<file path="config.mk">
export PLATFORM = sky130hd
export DESIGN_NAME = onehot_data_mux
export DESIGN_NICKNAME = d
export VERILOG_FILES = /design/src/rtl/onehot_data_mux.sv
export SDC_FILE = /design/constraint.sdc
export NUM_CORES = 1
export LEC_CHECK = 0
export ABC_AREA = 1
export BUFFER_PORTS_ARGS = -buffer_cell sky130_fd_sc_hd__buf_2
export CAP_MARGIN = 15
export CORE_ASPECT_RATIO = 1.4
export CORE_MARGIN = 10
export CORE_UTILIZATION = 35
export CTS_CLUSTER_SIZE = 28
export DETAILED_ROUTE_END_ITERATION = 10
export GPL_TIMING_DRIVEN = 0
export PLACE_DENSITY = 0.8
export SLEW_MARGIN = 20
export SYNTH_ARGS = -nofsm -noshare
export SYNTH_HDL_FRONTEND = slang
export SYNTH_SLANG_ARGS = --single-unit
</file>
<file path="constraint.sdc">
create_clock -name clk -period 0.8 [get_ports clk]
set_input_delay 0.12 -clock clk [delete_from_list [all_inputs] [get_ports clk]]
set_output_delay 0.12 -clock clk [all_outputs]
set_load 0.02 [all_outputs]
</file>
<file path="src/rtl/onehot_data_mux.sv">
// One-hot select AND-OR data multiplexer with a registered copy of the result
// and a sticky monitor flag for illegal multi-hot selects.
module onehot_data_mux #(
  parameter int N_INPUTS = 2,
  parameter int W_INPUT  = 32
) (
  input  logic                          clk,
  input  logic                          rst_n,
  input  logic [N_INPUTS*W_INPUT-1:0]   in,
  input  logic [N_INPUTS-1:0]           sel,
  output logic [W_INPUT-1:0]            out,
  output logic [W_INPUT-1:0]            out_q,
  output logic                          sel_multi,
  output logic                          sel_err
);

  logic [W_INPUT-1:0] masked [N_INPUTS];
  logic [W_INPUT-1:0] mux_next;
  logic [W_INPUT-1:0] out_q_reg;
  logic               sel_err_reg;

  // Each channel is gated by its own select bit; no priority between channels.
  generate
    for (genvar gi = 0; gi < N_INPUTS; gi++) begin : g_mask
      assign masked[gi] = in[gi*W_INPUT +: W_INPUT] & {W_INPUT{sel[gi]}};
    end
  endgenerate

  always_comb begin
    mux_next = '0;
    for (int i = 0; i < N_INPUTS; i++) begin
      mux_next = mux_next | masked[i];
    end
  end

  assign out = mux_next;

  generate
    if (N_INPUTS == 1) begin : g_single
      assign sel_multi = 1'b0;
    end else begin : g_multi
      logic seen_one;
      logic multi_next;

      // Second set bit encountered means popcount >= 2.
      always_comb begin
        seen_one   = 1'b0;
        multi_next = 1'b0;
        for (int i = 0; i < N_INPUTS; i++) begin
          if (sel[i]) begin
            if (seen_one) begin
              multi_next = 1'b1;
            end
            seen_one = 1'b1;
          end
        end
      end

      assign sel_multi = multi_next;
    end
  endgenerate

  always_ff @(posedge clk or negedge rst_n) begin
    if (!rst_n) begin
      out_q_reg   <= '0;
      sel_err_reg <= 1'b0;
    end else begin
      out_q_reg   <= mux_next;
      sel_err_reg <= sel_err_reg | sel_multi;
    end
  end

  assign out_q   = out_q_reg;
  assign sel_err = sel_err_reg;

endmodule

</file>
==> reports/results.tsv, run 1 <==
metric	value	unit
Worst path max stage delay	0.41	ns
Syn-to-layout area delta	104	%
Detail Route Antenna Nets	0	
CP Launch Type	flip-flop	
NetSw	0.00138	W
clk_lat worst skew	0.28	ns
Final Hold Viols	33	
wire length per cell	17.4	um
failing checks	hold timing, setup timing	
Die H	92.7	um
mean post-synth cell area	9.38	um2
Placement Setup Slack	-0.0263	ns
DRC	0	
fin util	0.741	
status	finished with violations	
Final Critical Period	0.946	ns
R2R depth	4	
htree depth	2	
Post-Syn Area	1320	um2
top cells by area, synth	dfrtp_1, nand2_1, buf_6	
sw frac	0.301	
DP HPWL	4000	um
reg-to-reg endpoint	sel_err	
Core Area	3640	um2
crit end category	output pin	
Worst Path Required	0.68	ns
worst min path class	input pin to async pin	
Setup CP Type	flip-flop to output pin	
Final setup viols	34	
power per cell area	1700	nW/um2
achievable frequency	1060	MHz
Syn Inst Count	141	
Worst EP arrival	0.83	ns
Root Buffer	clkbuf_8	
clock slew seen by the registers of the worst setup and hold paths	0.06	ns
number of nets in the layout	352	
vias per cell	4.52	
reg2reg start	sel_err	
Hold WS	-0.104	ns
row count	26	
non-filler instance count after layout	326	
clk_skew	0	ns
CTS tree	built	
leading cell types by count after synthesis	nand2_1, dfrtp_1, nand2_2	
most common cell in the synthesized netlist	nand2_1	
Pleak	1.51	nW
Yosys Warn Count	0	
Synth top area share	0.624	
maximum vdd ir drop	1.22	mV
area leader, netlist	dfrtp_1	
final worst path period share	1.18	
Main synth FF type	dfrtp_1	
internal power	0.00321	W
#FFs+latches synth	33	
worst path cell trace	buf_6	
initial antenna violation count	1	
DP Cell Count	314	
Slew headroom	0.518	
max-slew violations	0	
antenna cells	0	
Die ar.	6670	um2
flop2flop setup slack	-0.06	ns
EDFF count, synth	0	
syn nets	209	
Distinct cells, synth	6	
layout cells sized above 1	0.655	
Initial Util	0.363	
I/O pin count	134	
gr ovfl total	0	
width of the die	72.0	um
PortBufs	131	
Pre-antenna DRT Iters	4	
DR vias	1473	
crit-path max FO	2	
Final Power	0.00459	W
Layout fillers	258	
first-pass GRT wire length	7500	um
Num CTS Buffers	5	
Max-Cap Viols	0	
power share of the combinational group	0.326	
Largest register FFs	32	
Post-synth ARST share	1.00	
Iter 0 DRT Violations	31	
Register Area	826	um2
CP bufs+invs	1	
crit-path leading delay family	flip-flops	
total track usage	0.143	
vias in the first global route	1544	
largest net degree at the start of global routing	34	
total routed wirelength	5690	um
Flop pwr share	0.404	
Max Root-Sink Buffers	2	
routability cong.	0.735	
Clk network pwr share	0.270	
area of the multi-input gates	468	um2
sequential area share after synthesis	0.624	
RSZ-0062 raised after global routing	true	
slowest stage cell on the critical path	dfrtp_1	
clk sinks	33	
PnR worst setup slack	-0.146	ns
Worst Tran Pin Value	0.724	ns
## cells in the final DEF (no fill, tap or decap)
master and count:
buf_4 2, clkbuf_16 3, buf_2 68, nand2_1 62, buf_8 3, buf_6 66
dfrtp_1 33, nand2_2 34, clkbuf_8 6, buf_12 2, clkbuf_1 1, nand2_4 2
inv_1 2
## final cells by class
| cell class | instances | area share |
|---|---|---|
| Timing Repair Buffer | 136 | 0.422 |
| Buffer | 8 | 0.0440 |
| Clock buffer | 7 | 0.0320 |
| Tap cell | 42 | 0.0195 |
| Inverter | 2 | 0.00278 |
| Multi-Input combinational cell | 98 | 0.173 |
| Sequential cell | 33 | 0.306 |
## layer usage
layer,vias to the layer above,wire length (um),track usage,share of wire
met3,10,495,0.0769,0.087
met5,-,18,0,0.0032
met2,78,3200,0.259,0.56
li1,703,-,-,-
met1,680,1860,0.126,0.33
met4,2,112,0.0583,0.020
## worst max path at each step
stage                     startpoint       end  slack (ns)  cells past startpoint
final                        sel_err   sel_err       -0.15                      1
after global routing         sel_err   sel_err       -0.17                      1
after CTS                    sel_err   sel_err       -0.13                      1
after detailed placement      sel[0]   out[13]       -0.03                      5
after global placement        sel[0]   out[16]      -0.009                      5
after floorplan               sel[0]  out_q[0]        0.07                      4
## metrics by stage
step | instance area, um2 | TNS, ns
6_report | 2700 | -3.48
5_1_grt | 2700 | -4.53
4_1_cts | 2350 | -3.71
3_5_place_dp | 2030 | -0.0699
3_3_place_gp | 2030 | -0.0160
2_1_floorplan | 1320 | 0
## power by group through the flow
stage	clock network, W	logic (W)	registers, W
5_1_grt	0.00134	0.00159	0.00186
6_report	0.00124	0.00150	0.00185
2_1_floorplan	0	0.000402	0.00202
3_5_place_dp	0	0.00108	0.00185
4_1_cts	0.00128	0.00124	0.00185
3_3_place_gp	0	0.00106	0.00184
## kinds of logic after synthesis
logic type / count (synthesis) / share of synthesized area
buffers and inverters: 10 / 0.0804
flip-flops: 33 / 0.624
AND/OR/NAND/NOR: 98 / 0.295
## timing repair
action                                  CTS  global route
endpoints found under the setup margin   43            60
pin swaps                                 0             3
hold endpoints to repair                 33            33
setup buffers                             1             1
gates resized for setup                  72            88
cloned                                    0             3
(Power assumes the default switching activity.)
==> run 2: changes to the inputs <==
--- a/config.mk
+++ b/config.mk
@@ -6,7 +6,7 @@
 export NUM_CORES = 1
 export LEC_CHECK = 0
 export ABC_AREA = 1
-export BUFFER_PORTS_ARGS = -buffer_cell sky130_fd_sc_hd__buf_2
+export BUFFER_PORTS_ARGS = -buffer_cell sky130_fd_sc_hd__buf_4
 export CAP_MARGIN = 15
 export CORE_ASPECT_RATIO = 1.4
 export CORE_MARGIN = 10
==> reports/results.tsv, run 2 (synthesis gave the netlist of run 1 again) <==
metric	value	unit
Clk network pwr share	0.251	
Root Buffer	clkbuf_8	
worst path cell trace	buf_6	
vias per cell	4.50	
internal power	0.00328	W
PortBufs	131	
RSZ-0062 raised after global routing	true	
HP Start	in[63]	
Num CTS Buffers	5	
commonest non-fill, non-tap cell in the layout	buf_4	
Detail Route Antenna Nets	0	
Worst Path Required	0.68	ns
Largest register FFs	32	
antenna cells	0	
number of nets in the layout	353	
total routed wirelength	5910	um
sw frac	0.299	
Slew headroom	0.726	
Setup CP Type	flip-flop to output pin	
Final Critical Period	0.925	ns
NetSw	0.00140	W
I/O pin count	134	
gr ovfl total	0	
largest net degree at the start of global routing	34	
Pre-antenna DRT Iters	4	
DRC	0	
initial antenna violation count	0	
Layout fillers	236	
htree depth	2	
flop2flop setup slack	0.20	ns
Placement Setup Slack	-0.00697	ns
Worst Tran Pin Value	0.412	ns
Hold WS	0.0593	ns
power share of the combinational group	0.353	
Max-Cap Viols	0	
R2R depth	2	
Worst EP arrival	0.80	ns
CP bufs+invs	1	
DP HPWL	4260	um
first-pass GRT wire length	8080	um
CP Launch Type	flip-flop	
Max Root-Sink Buffers	2	
row count	26	
power per cell area	1580	nW/um2
routability cong.	0.771	
Final Power	0.00468	W
clk_lat worst skew	0.28	ns
PnR worst setup slack	-0.125	ns
Syn-to-layout area delta	123	%
Die H	92.7	um
Hold Path End	out_q[31]	
# Post-CTS Setup Buffers	0	
maximum vdd ir drop	1.37	mV
clk sinks	33	
achievable frequency	1080	MHz
slowest stage cell on the critical path	dfrtp_1	
DR vias	1477	
Final setup viols	33	
Iter 0 DRT Violations	28	
reg-to-reg endpoint	sel_err	
status	finished with violations	
hold path cells	3	
CTS tree	built	
total track usage	0.153	
Core Area	3640	um2
crit-path leading delay family	flip-flops	
crit end category	output pin	
clk_skew	0	ns
Worst path max stage delay	0.39	ns
Die ar.	6670	um2
layout cells sized above 1	0.703	
Initial Util	0.363	
final worst path period share	1.16	
width of the die	72.0	um
clock slew seen by the registers of the worst setup and hold paths	0.07	ns
wire length per cell	18.0	um
reg2reg start	sel_err	
Pleak	1.58	nW
vias in the first global route	1602	
crit-path max FO	2	
commonest non-fill, non-tap cells in the layout	buf_4, buf_6, nand2_2, nand2_1, dfrtp_1	
failing checks	setup timing	
worst min path class	input pin to flip-flop	
Final Hold Viols	0	
max-slew violations	0	
Flop pwr share	0.396	
## run 2: final cells by class
type	instances	area, um2	share of cell area
Tap cell	42	52.6	0.0178
Sequential cell	33	826	0.280
Buffer	8	135	0.0457
Clock buffer	8	80.1	0.0271
Timing Repair Buffer	137	1360	0.459
Multi-Input combinational cell	98	498	0.169
Inverter	2	7.51	0.00254
## run 2: timing repair
item                       CTS  global route
resized for setup           34            81
hold buffers                 1             0
hold endpoints to repair    33             0
setup endpoints to repair   37            60
cloned                       0             5
## run 2: per-layer routing
layer  global-route usage  wire [um]
met1                0.138       1840
met2                0.277       3380
met3               0.0887        627
met4               0.0502         61
met5                    0          0
## run 2: how the worst max path moves through the flow
stage	from	end	slack (ns)	cells past startpoint
finish	sel_err	sel_err	-0.12	1
detailed placement	sel[0]	out[15]	-0.007	5
global placement	sel[0]	out[13]	0.009	5
global route	sel_err	sel_err	-0.16	1
CTS	sel_err	sel_err	-0.13	1
floorplan	sel[0]	out_q[0]	0.07	4
## run 2: stage by stage
stage / instances / TNS (ns) / util / instance area [um2]
after floorplan: 141 / 0 / - / 1320
after global placement: 314 / 0 / 0.647 / 2360
after detailed placement: 314 / -0.0140 / 0.647 / 2360
after CTS: 323 / -3.59 / 0.707 / 2580
after global routing: 328 / -4.53 / 0.811 / 2950
final: 328 / -3.37 / 0.811 / 2950
## run 2: power groups by stage
stage          Clock [W]  Combinational, W  Sequential [W]
2_1_floorplan          0          0.000402         0.00202
3_3_place_gp           0           0.00130         0.00185
3_5_place_dp           0           0.00132         0.00186
4_1_cts          0.00119           0.00141         0.00185
5_1_grt          0.00131           0.00176         0.00186
6_report         0.00117           0.00165         0.00185
==> run 3: changes to the inputs <==
--- a/config.mk
+++ b/config.mk
@@ -15,6 +15,7 @@
 export DETAILED_ROUTE_END_ITERATION = 10
 export GPL_TIMING_DRIVEN = 0
 export PLACE_DENSITY = 0.8
+export SETUP_SLACK_MARGIN = 0.3
 export SLEW_MARGIN = 20
 export SYNTH_ARGS = -nofsm -noshare
 export SYNTH_HDL_FRONTEND = slang
==> constraint.sdc (replaced) <==
create_clock -name clk -period 0.95 [get_ports clk]
set_input_delay 0.1425 -clock clk [delete_from_list [all_inputs] [get_ports clk]]
set_output_delay 0.1425 -clock clk [all_outputs]
set_load 0.01 [all_outputs]
==> reports/results.tsv, run 3 <==
metric	value	unit
#FFs+latches synth	33	
row count	26	
PostCTS Resize Cnt	171	
Syn Inst Count	141	
syn nets	209	
Synth Area in Compound Gates	0	
Yosys Warn Count	0	
Post-Syn Area	1320	um2
mean post-synth cell area	9.38	um2
Placement Setup Slack	0.129	ns
XOR/XNOR Fraction of Synth Area	0	
Main synth FF type	dfrtp_1	
Num CTS Buffers	5	
post-synthesis mux area share	0	
Max Root-Sink Buffers	2	
top cells by area, synth	dfrtp_1, nand2_1, buf_6	
Root Buffer	clkbuf_8	
Die H	92.7	um
routability cong.	0.738	
EDFF count, synth	0	
status	did not finish	
PortBufs	131	
Post-synth ARST share	1.00	
adder-cell share of the synthesized area	0	
# Post-CTS Setup Buffers	26	
most common cell in the synthesized netlist	nand2_1	
Synth top area share	0.624	
DP HPWL	4160	um
largest family of logic cells by synthesized area	simple AND/OR/NAND/NOR gates	
I/O pin count	134	
leading cell types by count after synthesis	nand2_1, dfrtp_1, nand2_2	
post-synthesis simple-gate area fraction	0.295	
tool error	[ERROR DPL-0033] detailed placement checks failed during check placement.	
Initial Util	0.363	
last flow stage reached	4_1_cts	
clk sinks	33	
sequential area share after synthesis	0.624	
area leader, netlist	dfrtp_1	
Distinct cells, synth	6	
width of the die	72.0	um
htree depth	2	
==> run 3: cell counts after synthesis <==
Identical to the previous run, type by type.
==> run 3: kinds of logic after synthesis <==
| family | count (synthesis) |
|---|---|
| AND/OR/NAND/NOR | 98 |
| flip-flops | 33 |
| buffers and inverters | 10 |
==> run 3: stage by stage <==
step / hold WS (ns) / instance area, um2 / utilization / std cells
global placement: 0.109 / 2450 / 0.674 / 314
floorplan: -0.153 / 1420 / - / 141
detailed placement: 0.111 / 2450 / 0.674 / 314
==> run 4: changes to the inputs <==
--- a/config.mk
+++ b/config.mk
@@ -8,14 +8,11 @@
 export ABC_AREA = 1
 export BUFFER_PORTS_ARGS = -buffer_cell sky130_fd_sc_hd__buf_4
 export CAP_MARGIN = 15
-export CORE_ASPECT_RATIO = 1.4
 export CORE_MARGIN = 10
 export CORE_UTILIZATION = 35
-export CTS_CLUSTER_SIZE = 28
 export DETAILED_ROUTE_END_ITERATION = 10
 export GPL_TIMING_DRIVEN = 0
-export PLACE_DENSITY = 0.8
-export SETUP_SLACK_MARGIN = 0.3
+export PLACE_DENSITY_LB_ADDON = 0.15
 export SLEW_MARGIN = 20
 export SYNTH_ARGS = -nofsm -noshare
 export SYNTH_HDL_FRONTEND = slang
==> reports/results.tsv, run 4 (synthesis gave the netlist of run 1 again) <==
metric	value	unit
status	finished, final reports clean	
Worst Tran Pin Value	0.409	ns
Iter 0 DRT Violations	68	
DR vias	1433	
DP HPWL	4090	um
Die ar.	6640	um2
Root Buffer	clkbuf_8	
Pleak	1.47	nW
Setup CP Type	flip-flop to output pin	
CP Launch Type	flip-flop	
wire length per cell	15.2	um
total track usage	0.146	
initial antenna violation count	0	
DP Cell Count	320	
reg-to-reg endpoint	sel_err	
Worst Path Required	0.81	ns
crit end category	output pin	
Core Area	3660	um2
CP Capture Point	sel_err	
Pre-antenna DRT Iters	4	
crit-path max FO	2	
Levels on crit path	1	
worst path cell trace	buf_6	
flop2flop setup slack	0.35	ns
slowest stage cell on the critical path	dfrtp_1	
clk_skew	0	ns
I/O pin count	134	
Die H	81.5	um
width of the die	81.5	um
Largest register FFs	32	
Final Critical Period	0.943	ns
number of nets in the layout	348	
commonest non-fill, non-tap cell in the layout	buf_4	
RSZ-0062 raised after global routing	true	
Hold WS	0.0786	ns
power per cell area	1430	nW/um2
total routed wirelength	5000	um
routability cong.	0.742	
non-filler instance count after layout	329	
PortBufs	131	
Slew headroom	0.727	
Final setup viols	0	
Placement Setup Slack	0.122	ns
CP bufs+invs	1	
achievable frequency	1060	MHz
CTS tree	built	
Worst EP arrival	0.80	ns
final worst path period share	0.992	
clock slew seen by the registers of the worst setup and hold paths	0.06	ns
Max Root-Sink Buffers	2	
first-pass GRT wire length	7400	um
crit-path leading delay family	flip-flops	
reg2reg start	sel_err	
Initial Util	0.361	
CP startpoint	sel_err	
Worst path max stage delay	0.40	ns
maximum vdd ir drop	0.963	mV
max-slew violations	0	
antenna cells	0	
R2R depth	2	
worst min path class	input pin to flip-flop	
Final Hold Viols	0	
htree depth	2	
TNS Setup	0	ns
clk_lat worst skew	0.28	ns
Final Power	0.00365	W
largest net degree at the start of global routing	34	
clk sinks	33	
vias per cell	4.36	
DRC	0	
# Post-CTS Setup Buffers	0	
layout cells sized above 1	0.555	
Detail Route Antenna Nets	0	
Max-Cap Viols	0	
Syn-to-layout area delta	93.6	%
PnR worst setup slack	0.00723	ns
gr ovfl total	0	
vias in the first global route	1563	
row count	22	
hold path cells	3	
Num CTS Buffers	5	
commonest non-fill, non-tap cells in the layout	buf_4, nand2_1, dfrtp_1, buf_6, nand2_2	
## run 4: final cells by class
| class | instances | area, um2 |
|---|---|---|
| plain buffers | 8 | 98.8 |
| clock buffers | 7 | 96.3 |
| clock inverters | 1 | 5.00 |
| fillers | 316 | 1100 |
| inverters | 2 | 7.51 |
| multi-input cells | 98 | 390 |
| flip-flops and latches | 33 | 826 |
| well taps | 48 | 60.1 |
| repair buffers | 132 | 1080 |
## run 4: metrics by stage
stage          instance area (um2)  utilization
2_1_floorplan                 1320            -
3_3_place_gp                  2370        0.646
3_5_place_dp                  2370        0.646
4_1_cts                       2480        0.679
5_1_grt                       2560        0.699
6_report                      2560        0.699
## run 4: how the worst min path moves through the flow
| stage | start | end | slack [ns] |
|---|---|---|---|
| after floorplan | rst_n | out_q[0] | -0.15 |
| after global placement | rst_n | out_q[17] | 0.11 |
| after detailed placement | rst_n | out_q[17] | 0.11 |
| after CTS | in[37] | out_q[5] | 0.07 |
| after global routing | in[49] | out_q[17] | 0.08 |
| final | in[49] | out_q[17] | 0.08 |
## run 4: routing by layer
layer | global-route usage | vias to the layer above | part of all wire
li1 | - | 696 | -
met1 | 0.129 | 648 | 0.30
met2 | 0.262 | 82 | 0.54
met3 | 0.0873 | 7 | 0.14
met4 | 0.0657 | 0 | 0.016
met5 | 0 | - | 0
## run 4: timing repair
item / CTS / global route
endpoints found under the setup margin: 2 / 22
hold endpoints to repair: 33 / 0
hold buffers: 1 / 0
gates resized for setup: 2 / 20
## run 4: worst reg2reg max path, stage by stage, from the launching register on
cell and delay (ns):
dfrtp_1 0.40, inv_1 0.06, nand2_1 0.04
## run 4: report_power, final
| part | total (W) | internal (W) | switching [W] |
|---|---|---|---|
| Sequential | 0.00155 | 0.00151 | 0.0000397 |
| Clock | 0.00113 | 0.000654 | 0.000480 |
| Combinational | 0.000969 | 0.000553 | 0.000416 |
| Total | 0.00365 | 0.00272 | 0.000936 |
